## config.mk

```make
export PLATFORM = sky130hd
export DESIGN_NAME = blink_rtc
export DESIGN_NICKNAME = d
export VERILOG_FILES = /design/src/rtl/blink_rtc.sv
export SDC_FILE = /design/constraint.sdc
export NUM_CORES = 1
export LEC_CHECK = 0
export CAP_MARGIN = 20
export CORE_UTILIZATION = 50
export DETAILED_ROUTE_END_ITERATION = 7
export PLACE_DENSITY = 0.66
export SYNTH_ARGS = -nofsm -noshare
export SYNTH_HDL_FRONTEND = slang
export SYNTH_SLANG_ARGS = --single-unit
export TNS_END_PERCENT = 10
```

## constraint.sdc

```tcl
create_clock -name mck -period 8.3 [get_ports mck]
set_input_delay 2.075 -clock mck [delete_from_list [all_inputs] [get_ports mck]]
set_output_delay 2.075 -clock mck [all_outputs]
set_load 0.03 [all_outputs]
```

## src/rtl/blink_rtc.sv

```systemverilog
// BLINK RTC: prescales mck into tick/second/minute counters, latches status
// events behind a write-one-to-clear register and mask, and serves snapshot reads.
module blink_rtc #(
    parameter int unsigned TICK_DIV  = 49152,
    parameter int unsigned TICKS_SEC = 200,
    parameter int unsigned SECS_MIN  = 60,
    parameter int unsigned MIN_W     = 21
) (
    input  logic       mck,
    input  logic       rin,
    input  logic       rtc_clr,
    input  logic [7:0] ca,
    input  logic       io_wr,
    input  logic       io_rd,
    input  logic [7:0] cdi,
    output logic [7:0] rdata,
    output logic       rd_hit,
    output logic [3:0] tsta,
    output logic       int_req
);

    localparam int unsigned TCK_W  = $clog2(TICK_DIV);
    localparam int unsigned TIM0_W = 8;
    localparam int unsigned TIM1_W = 6;
    localparam int unsigned STA_W  = 4;
    localparam int unsigned DATA_W = 8;
    localparam int unsigned SNAP_W = 24;

    localparam logic [TCK_W-1:0]  TCK_LAST  = TCK_W'(TICK_DIV - 1);
    localparam logic [TIM0_W-1:0] TIM0_LAST = TIM0_W'(TICKS_SEC - 1);
    localparam logic [TIM1_W-1:0] TIM1_LAST = TIM1_W'(SECS_MIN - 1);

    localparam logic [7:0] ADDR_ACK  = 8'hB4;
    localparam logic [7:0] ADDR_TMK  = 8'hB5;
    localparam logic [7:0] ADDR_TIM0 = 8'hD0;
    localparam logic [7:0] ADDR_TIM1 = 8'hD1;
    localparam logic [7:0] ADDR_MIN0 = 8'hD2;
    localparam logic [7:0] ADDR_MIN1 = 8'hD3;
    localparam logic [7:0] ADDR_MIN2 = 8'hD4;

    logic [TCK_W-1:0]  tck_q,     tck_d;
    logic [TIM0_W-1:0] tim0_q,    tim0_d;
    logic [TIM1_W-1:0] tim1_q,    tim1_d;
    logic [MIN_W-1:0]  timm_q,    timm_d;
    logic [TIM1_W-1:0] shd_sec_q, shd_sec_d;
    logic [MIN_W-1:0]  shd_min_q, shd_min_d;
    logic [STA_W-1:0]  tsta_q,    tsta_d;
    logic [STA_W-1:0]  tmk_q,     tmk_d;
    logic [DATA_W-1:0] rdata_q,   rdata_d;
    logic              rd_hit_q,  rd_hit_d;
    logic              int_req_q, int_req_d;

    logic              tick_c, sec_c, min_c, ovf_c;
    logic [STA_W-1:0]  ev_c;
    logic [STA_W-1:0]  ack_c;
    logic [SNAP_W-1:0] snap_min_c;
    logic              unused_cdi_c;

    // Event cascade: each stage fires only when the one below it wraps.
    assign tick_c = !rtc_clr && (tck_q == TCK_LAST);
    assign sec_c  = tick_c && (tim0_q == TIM0_LAST);
    assign min_c  = sec_c && (tim1_q == TIM1_LAST);
    assign ovf_c  = min_c && (&timm_q);
    assign ev_c   = {ovf_c, min_c, sec_c, tick_c};

    assign ack_c        = (io_wr && (ca == ADDR_ACK)) ? cdi[STA_W-1:0] : '0;
    assign snap_min_c   = SNAP_W'(shd_min_q);
    assign unused_cdi_c = ^cdi[DATA_W-1:STA_W];

    // Counter next state; a held clear freezes every stage at zero.
    always_comb begin
        tck_d  = tck_q;
        tim0_d = tim0_q;
        tim1_d = tim1_q;
        timm_d = timm_q;
        if (rtc_clr) begin
            tck_d  = '0;
            tim0_d = '0;
            tim1_d = '0;
            timm_d = '0;
        end else begin
            tck_d = tick_c ? '0 : tck_q + TCK_W'(1);
            if (tick_c) begin
                tim0_d = sec_c ? '0 : tim0_q + TIM0_W'(1);
            end
            if (sec_c) begin
                tim1_d = min_c ? '0 : tim1_q + TIM1_W'(1);
            end
            if (min_c) begin
                timm_d = timm_q + MIN_W'(1);
            end
        end
    end

    // Status latch: a same-edge event overrides its acknowledge.
    always_comb begin
        tsta_d    = (tsta_q & ~ack_c) | ev_c;
        tmk_d     = tmk_q;
        int_req_d = |(tsta_q & tmk_q);
        if (io_wr && (ca == ADDR_TMK)) begin
            tmk_d = cdi[STA_W-1:0];
        end
    end

    // Read decode; a D0 read freezes the upper counters for the following bytes.
    always_comb begin
        rdata_d   = rdata_q;
        rd_hit_d  = 1'b0;
        shd_sec_d = shd_sec_q;
        shd_min_d = shd_min_q;
        if (io_rd) begin
            rd_hit_d = 1'b1;
            case (ca)
                ADDR_TMK:  rdata_d = {4'b0000, tsta_q};
                ADDR_TIM0: begin
                    rdata_d   = tim0_q;
                    shd_sec_d = tim1_q;
                    shd_min_d = timm_q;
                end
                ADDR_TIM1: rdata_d = {2'b00, shd_sec_q};
                ADDR_MIN0: rdata_d = snap_min_c[7:0];
                ADDR_MIN1: rdata_d = snap_min_c[15:8];
                ADDR_MIN2: rdata_d = snap_min_c[23:16];
                default:   rd_hit_d = 1'b0;
            endcase
        end
    end

    always_ff @(posedge mck or posedge rin) begin
        if (rin) begin
            tck_q     <= '0;
            tim0_q    <= '0;
            tim1_q    <= '0;
            timm_q    <= '0;
            shd_sec_q <= '0;
            shd_min_q <= '0;
            tsta_q    <= '0;
            tmk_q     <= '0;
            rdata_q   <= '0;
            rd_hit_q  <= 1'b0;
            int_req_q <= 1'b0;
        end else begin
            tck_q     <= tck_d;
            tim0_q    <= tim0_d;
            tim1_q    <= tim1_d;
            timm_q    <= timm_d;
            shd_sec_q <= shd_sec_d;
            shd_min_q <= shd_min_d;
            tsta_q    <= tsta_d;
            tmk_q     <= tmk_d;
            rdata_q   <= rdata_d;
            rd_hit_q  <= rd_hit_d;
            int_req_q <= int_req_d;
        end
    end

    assign rdata   = rdata_q;
    assign rd_hit  = rd_hit_q;
    assign tsta    = tsta_q;
    assign int_req = int_req_q;

endmodule

```

==> results of run 1 <==
## power breakdown
| group | internal, uW | switching (uW) | total [uW] | leakage [uW] |
|---|---|---|---|---|
| sequential | 476 | 4.83 | 480 | 0.00133 |
| combinational | 28.1 | 41.5 | 69.6 | 0.000889 |
| clock | 180 | 168 | 348 | 0.000117 |
| total | 683 | 214 | 898 | 0.00233 |
## final cells by class
cell class / instances / area, um^2
Inverter: 14 / 55.05
Multi-Input combinational cell: 325 / 2261
Clock buffer: 10 / 137.6
Tap cell: 129 / 161.4
Clock inverter: 6 / 91.34
Timing Repair Buffer: 33 / 322.8
Fill cell: 815 / 3852
Sequential cell: 96 / 2402
## worst reg2reg max path: stages, from the launching register on
cell	delay [ns]
dfrtp_1	0.43
ha_1	0.22
nand4_1	0.12
nor2_1	0.51
nand3_2	0.60
or3_1	0.53
a21oi_1	0.15
## routing by layer
metal,share of wire,GRT usage,up-vias
met3,0.044,0.05780,11
met1,0.48,0.3173,1801
met2,0.46,0.3469,80
met5,0,0,-
li1,-,-,1706
met4,0.017,0.07358,0
## synth_stat cells (2+ instances only)
cell type,number,share of area
a221oi_1,4,0.0073
xor2_1,13,0.024
clkbuf_1,8,0.0063
o31ai_1,9,0.014
nor4_4,2,0.0089
o211ai_1,2,0.0031
o22ai_1,4,0.0052
dlygate4sd3_1,2,0.0042
and3_1,9,0.012
a21oi_1,25,0.026
buf_2,2,0.0021
buf_4,3,0.0047
nor3_2,3,0.0063
inv_1,13,0.010
or3_1,15,0.020
and4_1,3,0.0055
xnor2_1,5,0.0091
nor3b_1,5,0.0078
mux4_2,2,0.0094
ha_1,4,0.010
nor2_1,30,0.023
nand3_1,24,0.025
dfrtp_1,96,0.50
o21a_1,2,0.0031
nand3_2,2,0.0042
nand2b_1,4,0.0052
a22oi_1,4,0.0063
and2_1,2,0.0026
o22a_1,4,0.0073
or2_2,3,0.0039
nand2_1,36,0.028
o21ai_0,21,0.022
a31o_2,2,0.0036
nand4_1,13,0.017
or4_1,11,0.017
nor2b_1,5,0.0065
nor4_1,4,0.0052
mux2_2,41,0.096
## path summary, 6_finish.rpt
check | cells past startpoint | end
setup / recovery | 5 | rdata[1]
max in group asynchronous | 3 | shd_min_q[16]
setup reg to reg | 6 | timm_q[3]
hold reg to reg | 2 | rdata[6]
hold / removal | 2 | rdata[6]
min in group asynchronous | 2 | tck_q[4]
## cells by family (layout without fill, tap and decap cells)
logic type / after synthesis / after routing / synth area share
AO/OA/AOI/OAI: 79 / 79 / 0.1016
XOR/XNOR: 18 / 18 / 0.03282
flip-flops: 96 / 96 / 0.5001
multiplexers: 44 / 44 / 0.1076
AND/OR/NAND/NOR: 180 / 180 / 0.2170
adder cells (fa/ha/maj): 4 / 4 / 0.01042
buffers and inverters: 30 / 63 / 0.03048
## metrics by stage
stage / total power [uW] / util / hold slack, ns / cells
floorplan: 530.6 / - / 0.4479 / 451
global placement: 559.4 / 0.5604 / 0.4705 / 597
detailed placement: 560.1 / 0.5604 / 0.4816 / 597
CTS: 907.1 / 0.5850 / 0.4960 / 613
global route: 933.7 / 0.5850 / 0.5262 / 613
finish: 897.5 / 0.5850 / 0.4975 / 613
## sequential cells by signal, summed over array words and instances (netlist names)
| register | count |
|---|---|
| rdata | 8 |
| rd_hit | 1 |
| shd_min_q | 21 |
| tim0_q | 8 |
| timm_q | 21 |
| tck_q | 16 |
| tim1_q | 6 |
| shd_sec_q | 6 |
| tsta | 4 |
| int_req | 1 |
| tmk_q | 4 |
## cell usage in the layout (no fill, tap or decap), types with 4 or more instances in the layout
| cell type | count |
|---|---|
| clkbuf_8 | 10 |
| xor2_1 | 13 |
| nand3_1 | 24 |
| o31ai_1 | 9 |
| dfrtp_1 | 96 |
| nand2b_1 | 4 |
| a22oi_1 | 4 |
| o21ai_0 | 21 |
| nor4_1 | 4 |
| nor2b_1 | 5 |
| nor2_1 | 30 |
| a221oi_1 | 4 |
| ha_1 | 4 |
| a21oi_1 | 25 |
| or3_1 | 15 |
| inv_1 | 12 |
| nand2_1 | 36 |
| o22ai_1 | 4 |
| nand4_1 | 13 |
| clkdlybuf4s50_1 | 30 |
| mux2_2 | 41 |
| or4_1 | 11 |
| o22a_1 | 4 |
| nor3b_1 | 5 |
| and3_1 | 9 |
| xnor2_1 | 5 |
==> results.md, run 1 <==
* Hold buffers post-CTS at 0
* Drt first pass iters at 4
* Antenna diodes at 0
* RSZ-0062 raised after global routing: no
* Post-route setup TNS at 0 ns
* Clock Path Buffers at 2
* Crit share post-route at 0.5096
* IO Port Bufs at 30
* Nets at 504
* Largest net degree at the start of global routing at 54
* Cell area after synthesis at 4803 um^2
* Vias at 3598
* Worst hold start: rdata[6]
* Clock Skew at 0.01913 ns
* Critical path arrival at 4.50 ns
* Max rail drop VDD at 0.00007175 V
* Die H at 100.0 um
* GPL Wtd Cong at 0.8006
* Post-route ant nets at 0
* Syn nets at 476
* GRT Total Usage at 0.2268
* Hold Violations, Final at 0
* Fmax at 0.2364 GHz
* Width of the die at 100.0 um
* Rows at 35
* WP data required at 8.57 ns
* CP peak stage delay at 1.05 ns
* First-pass GRT wire length at 17510 um
* CP endpoint kind: flip-flop
* Design Area, Final at 5431 um^2
* #FFs+latches synth at 96
* CP bufs+invs at 1
* Crit Path Category: in -> reg
* YS warnings at 0
* Initial DRC Count at 202
* GRT overflow at 0
* Worst-Skew Late Latency at 0.38 ns
* Placement Setup Slack at 3.699 ns
* Area growth from synthesis to layout at 13.08%
* Yosys cell types at 52
* R2R Setup Slk at 5.66 ns
* Initial antenna violation count at 0
* Top FF cell, synth: dfrtp_1
* Slowest stage cell, crit path: clkdlybuf4s50_1
* Mapped Cells at 451
* Layout cells sized above 1 at 0.1612
* Top Ports at 35
* CTS clk-pin slew, worst paths at 0.09 ns
* Status: finished clean
* Vias in the first global route at 3490
* Total Routed Length at 10290 um
* Clk sinks at 96
* Slew HR at 0.3485
* Starting Density at 0.5174
* Sequential element share of the synthesized area at 0.5001
* Final Max Slew Viols at 0
* Core Box Area at 9284 um^2
* Mean post-synth cell area at 10.65 um^2
* Drt drc at 0
* CTS tree: done
* Final WS setup at 4.070 ns
* Worst slew pin tran at 0.9772 ns
* EDFF count, synth at 0
* Critical Path Start: ca[0]
* P per Cell Area at 165.2 nW/um^2
* Vias/cell at 5.869
* Tmin final at 4.230 ns
* Async set-reset flop share out of synthesis at 1.000
* Final HPWL DP at 7119 um
* Root Buffer: clkbuf_8
* Post-CTS Setup Bufs at 0
* Setup Viol. Count Final at 0
* Cell family with most CP delay: compound AO/OA/AOI/OAI gates
* Hold Crit Class: reg -> reg
* Post-CTS Resized at 0
* Max FO, Critical Path at 19
* Pleak at 0.002331 uW
* H-tree depth at 3
* Area post-placement at 5202 um^2
* Maxcap violations at 0
* CTS buffer count at 9
* Drt wl/cell at 16.79 um
* RR Startpoint: tim1_q[1]
* Worst-path cell chain: clkdlybuf4s50_1, o21ai_0, a32oi_1, nor3b_1, a221oi_1
* Setup crit start kind: input pin
* Die ar. at 10000 um^2
Power figures use the tool's default switching activity.
==> run 2: changes to the inputs <==
Settings changed: PLACE_DENSITY 0.66 to 0.68.
Clock period 8.3 ns to 3.69 ns, I/O delays scaled along.
==> results.md, run 2 (synthesized netlist as in run 1, its figures left out) <==
* CP endpoint kind: flip-flop
* WP data required at 3.98 ns (-4.59 ns)
* Status: finished clean
* Hold Path Depth at 2 (unchanged)
* Post-CTS Setup Bufs at 0 (unchanged)
* GPL Wtd Cong at 0.7925 (-1.0%)
* Layout cells sized above 1 at 0.1680 (+0.006876)
* GRT overflow at 0 (unchanged)
* Drt wl/cell at 16.80 um (about the same)
* CTS buffer count at 9 (unchanged)
* Hold buffers post-CTS at 0 (unchanged)
* Post-route setup TNS at 0 ns (unchanged)
* Max rail drop VDD at 0.0001678 V (+130%)
* First-pass GRT wire length at 17140 um (-2.1%)
* H-tree depth at 3 (unchanged)
* Max layer used: met4
* Setup crit start kind: input pin
* Fmax at 0.3622 GHz
* Initial DRC Count at 212 (+5.0%)
* Met1 WL at 4795 um (-2.2%)
* Core Box Area at 9284 um^2 (unchanged)
* Setup Viol. Count Final at 0 (unchanged)
* P per Cell Area at 358.4 nW/um^2 (+120%)
* Final Max Slew Viols at 0 (unchanged)
* R2R Setup Slk at 1.01 ns (-4.65 ns)
* Worst-Skew Late Latency at 0.36 ns (-0.02 ns)
* Post-CTS Resized at 0 (unchanged)
* IO Port Bufs at 30 (unchanged)
* Vias/cell at 5.794 (-1.3%)
* Top Ports at 35 (unchanged)
* CTS clk-pin slew, worst paths at 0.09 ns (about the same)
* Met3 WL at 555 um (+22%)
* Die ar. at 10000 um^2 (unchanged)
* Root Buffer: clkbuf_8
* Area growth from synthesis to layout at 13.49%
* Post-route ant nets at 0 (unchanged)
* Slew HR at 0.5453 (+0.1968)
* Hold_ws at 0.4891 ns (-0.008345 ns)
* Clock Skew at 0.01273 ns (-0.006410 ns)
* Vias at 3575 (-0.64%)
* Vias in the first global route at 3369 (-3.5%)
* Hold Violations, Final at 0 (unchanged)
* Crit Path Category: in -> reg
* Hold Crit Class: reg -> reg
* Tmin final at 2.761 ns
* Rows at 35 (unchanged)
* Largest net degree at the start of global routing at 50 (-7.4%)
* Commonest non-fill, non-tap cells in the layout: dfrtp_1, mux2_2, nand2_1
* Width of the die at 100.0 um (unchanged)
* CTS tree: done
* Critical path arrival at 3.05 ns (-1.45 ns)
* Final HPWL DP at 7325 um (+2.9%)
* Drt first pass iters at 4 (unchanged)
* Clock Path Buffers at 2 (unchanged)
* Initial antenna violation count at 0 (unchanged)
* Die H at 100.0 um (unchanged)
* Max FO, Critical Path at 27 (+8)
* Pleak at 0.002340 uW (+0.38%)
* RSZ-0062 raised after global routing: no
* Worst R2R Path Depth at 6 (unchanged)
* Drt drc at 0 (unchanged)
* Total Routed Length at 10370 um (+0.73%)
* Nets at 508 (+0.79%)
* Antenna diodes at 0 (unchanged)
* Clk sinks at 96 (unchanged)
* Maxcap violations at 0 (unchanged)
* Largest regs: shd_min_q: 21 flops, timm_q: 21 flops, tck_q: 16 flops
* GRT Total Usage at 0.2220 (-0.004817)
* Most common cell after layout, fill and taps aside: dfrtp_1
* Crit share post-route at 0.7483
* Starting Density at 0.5174 (unchanged)
* Worst slew pin tran at 0.6758 ns (-0.3014 ns)
* Met2 WL post-DR at 4774 um (+0.32%)
## run 2: changes by cell type in the layout (fill, tap and decap cells not counted), sizes merged
cell / previous run / this run
buf: 3 / 7
bufinv: 2 / 1
clkinv: 4 / 5
clkinvlp: 0 / 1
inv: 14 / 13
## run 2: through the flow
stage,worst slack (ns),area [um^2],utilization,instances,total power (uW)
2_1_floorplan,0.2621,4803,-,451,1194
3_3_place_gp,0.6084,5245,0.5650,601,1262
3_5_place_dp,0.5455,5245,0.5650,601,1265
4_1_cts,0.9349,5451,0.5872,617,1975
5_1_grt,0.7972,5451,0.5872,617,2032
6_report,0.9290,5451,0.5872,617,1954
## run 2: worst max-delay path: stages
cell	delay (ns)
clkdlybuf4s50_1	0.51
nor4_4	0.42
nand3_2	0.50
or3_1	0.53
a21oi_1	0.15
## run 2: cell type report
type | count | area, um^2
fillers | 800 | 3832
inverters | 14 | 55.05
clock inverters | 6 | 68.82
clock buffers | 10 | 137.6
multi-input cells | 325 | 2261
flip-flops and latches | 96 | 2402
repair buffers | 37 | 365.4
well taps | 129 | 161.4
## run 2: path summary, 6_finish.rpt
check	start	endpoint
worst max-delay path	rtc_clr	timm_q[15]
worst min-delay path	rdata[7]	rdata[7]
worst max register to register	tim1_q[0]	timm_q[15]
worst min register to register	rdata[7]	rdata[7]
max in group asynchronous	rin	timm_q[8]
min in group asynchronous	rin	tim0_q[1]
## run 2: routing by layer
layer / vias to the layer above / global-route usage
li1: 1727 / -
met1: 1748 / 0.3215
met2: 84 / 0.3406
met3: 16 / 0.02646
met4: 0 / 0.09253
met5: - / 0
## run 2: report_power, final
part / internal [uW] / switching, uW
Sequential: 1070 / 10.5
Clock: 334 / 379
Combinational: 66.9 / 93.5
Total: 1470 / 483
==> run 3: changes to the inputs <==
Settings changed: PLACE_DENSITY 0.68 to 0.66.
Clock period 3.69 ns to 2.63 ns, I/O delays scaled along.
==> results.md, run 3 (synthesized netlist as in run 1, its figures left out) <==
* Setup Viol. Count Final at 0 (unchanged)
* Clk sinks at 96 (unchanged)
* Vias in the first global route at 3527 (+4.7%)
* Commonest non-fill, non-tap cells in the layout: dfrtp_1, mux2_2, nand2_1
* Total Routed Length at 10550 um (+1.7%)
* Die ar. at 10000 um^2 (unchanged)
* WP data required at 2.91 ns (-1.07 ns)
* Crit share post-route at 0.8965
* Layout cells sized above 1 at 0.1889 (+0.02083)
* Tmin final at 2.358 ns
* Slowest stage cell, crit path: or4_1
* RSZ-0062 raised after global routing: no
* Status: finished clean
* Starting Density at 0.5174 (unchanged)
* Final Max Slew Viols at 0 (unchanged)
* FF/Latch Area at 2402 um^2 (unchanged)
* Largest net degree at the start of global routing at 67 (+34%)
* Drt drc at 0 (unchanged)
* Fmax at 0.4241 GHz
* Area growth from synthesis to layout at 17.40%
* CP Depth at 6 (+1)
* Clock Skew at 0.009336 ns (-0.003389 ns)
* Slew HR at 0.7147 (+0.1694)
* GRT overflow at 0 (unchanged)
* Design Area, Final at 5639 um^2 (+3.4%)
* Hold Violations, Final at 0 (unchanged)
* CP bufs+invs at 0 (-1)
* GRT Total Usage at 0.2299 (+0.007919)
* Pleak at 0.002440 uW (+4.3%)
* Footprint of the multi-input gates at 2261 um^2 (unchanged)
* Post-CTS Resized at 0 (unchanged)
* Initial antenna violation count at 0 (unchanged)
* Top Ports at 35 (unchanged)
* RR Startpoint: tim0_q[0]
* Root Buffer: clkbuf_8
* Final HPWL DP at 7554 um (+3.1%)
* Worst slew pin tran at 0.4264 ns (-0.2494 ns)
* Width of the die at 100.0 um (unchanged)
* Area post-placement at 5404 um^2 (+3.0%)
* Worst setup path endpoint: timm_q[11]
* Drt wl/cell at 16.69 um (-0.67%)
* Antenna diodes at 0 (unchanged)
* Maxcap violations at 0 (unchanged)
* Crit Path Category: reg -> reg
* Worst-path cell chain: ha_1, nand4b_1, nor3_2, nand4_2, or4_1, a21oi_1
* CP endpoint kind: flip-flop
* Vias/cell at 5.805 (+0.19%)
* Nets at 524 (+3.1%)
* Worst-Skew Late Latency at 0.35 ns (about the same)
* Total power draw at 2890 uW (+48%)
* Largest regs: shd_min_q: 21 flops, timm_q: 21 flops, tck_q: 16 flops
* Setup crit start kind: flip-flop
* Critical Path Start: tim0_q[0]
* Fill count at 773 (-3.4%)
* Hold Crit Class: reg -> reg
* IO Port Bufs at 30 (unchanged)
* CTS tree: done
* R2R Setup Slk at 0.27 ns (-0.74 ns)
* Cell family with most CP delay: simple AND/OR/NAND/NOR gates
* First-pass GRT wire length at 17860 um (+4.2%)
* R2R Path End: timm_q[11]
* Most common cell after layout, fill and taps aside: dfrtp_1
* CTS clk-pin slew, worst paths at 0.09 ns (about the same)
* Drt first pass iters at 4 (unchanged)
* Vias at 3669 (+2.6%)
* P per Cell Area at 512.5 nW/um^2 (+43%)
* H-tree depth at 3 (unchanged)
* Post-route setup TNS at 0 ns (unchanged)
* GPL Wtd Cong at 0.8368 (+5.6%)
* Die H at 100.0 um (unchanged)
* Max FO, Critical Path at 9 (-67%)
* Core Box Area at 9284 um^2 (unchanged)
* Initial DRC Count at 164 (-23%)
* Rows at 35 (unchanged)
* Max rail drop VDD at 0.0003181 V (+90%)
* Critical path arrival at 2.64 ns (-0.41 ns)
* Post-CTS Setup Bufs at 0 (unchanged)
* CTS buffer count at 9 (unchanged)
* Worst R2R Path Depth at 6 (unchanged)
* Hold buffers post-CTS at 0 (unchanged)
* CP peak stage delay at 0.54 ns (about the same)
* Post-route ant nets at 0 (unchanged)
* Clock Path Buffers at 2 (unchanged)
[run 3: cell types whose count changed in the layout (fill, tap and decap cells not counted)]
cell | previous run | this run
clkinv_4 | 3 | 0
buf_4 | 6 | 19
bufinv_16 | 1 | 3
clkbuf_1 | 0 | 2
clkinv_2 | 1 | 0
buf_12 | 1 | 4
inv_4 | 1 | 0
[run 3: worst min-delay path: stages, from the launching register on]
cell	delay, ns
dfrtp_1	0.35
nand2_1	0.05
o21ai_0	0.06
[run 3: power breakdown]
part	leakage (uW)	total [uW]	switching, uW	internal, uW
Clock	0.000117	1140	485	654
Combinational	0.000999	234	134	99.8
Sequential	0.00133	1520	15.4	1500
Total	0.00244	2890	635	2250
[run 3: routing by layer]
layer	global-route usage	vias to the layer above	wire, um
met3	0.04248	13	449
met5	0	-	0
met4	0.07358	0	167
met2	0.3592	77	4889
li1	-	1752	-
met1	0.3263	1827	5040
[run 3: worst min path at each step]
stage	from	endpoint	slack, ns	cells past startpoint
final	rdata[5]	rdata[5]	0.48	2
after global routing	rdata[7]	rdata[7]	0.52	2
after CTS	rdata[5]	rdata[5]	0.49	2
after detailed placement	rdata[7]	rdata[7]	0.47	2
after global placement	tck_q[0]	tck_q[0]	0.47	1
after floorplan	tck_q[0]	tck_q[0]	0.45	1
[run 3: cell type report]
type / instances / area share
Inverter: 14 / 0.009984
Clock inverter: 3 / 0.01598
Multi-Input combinational cell: 325 / 0.4009
Sequential cell: 96 / 0.4260
Timing Repair Buffer: 53 / 0.09274
Clock buffer: 12 / 0.02574
Tap cell: 129 / 0.02862
[run 3: through the flow]
step	util	setup WS (ns)	hold slack [ns]	std cells
after floorplan	-	0.2018	0.4479	451
after global placement	0.5821	0.1111	0.4658	617
after detailed placement	0.5821	0.09245	0.4714	617
after CTS	0.6074	0.2728	0.4939	632
after global routing	0.6074	0.1397	0.5166	632
final	0.6074	0.2721	0.4838	632
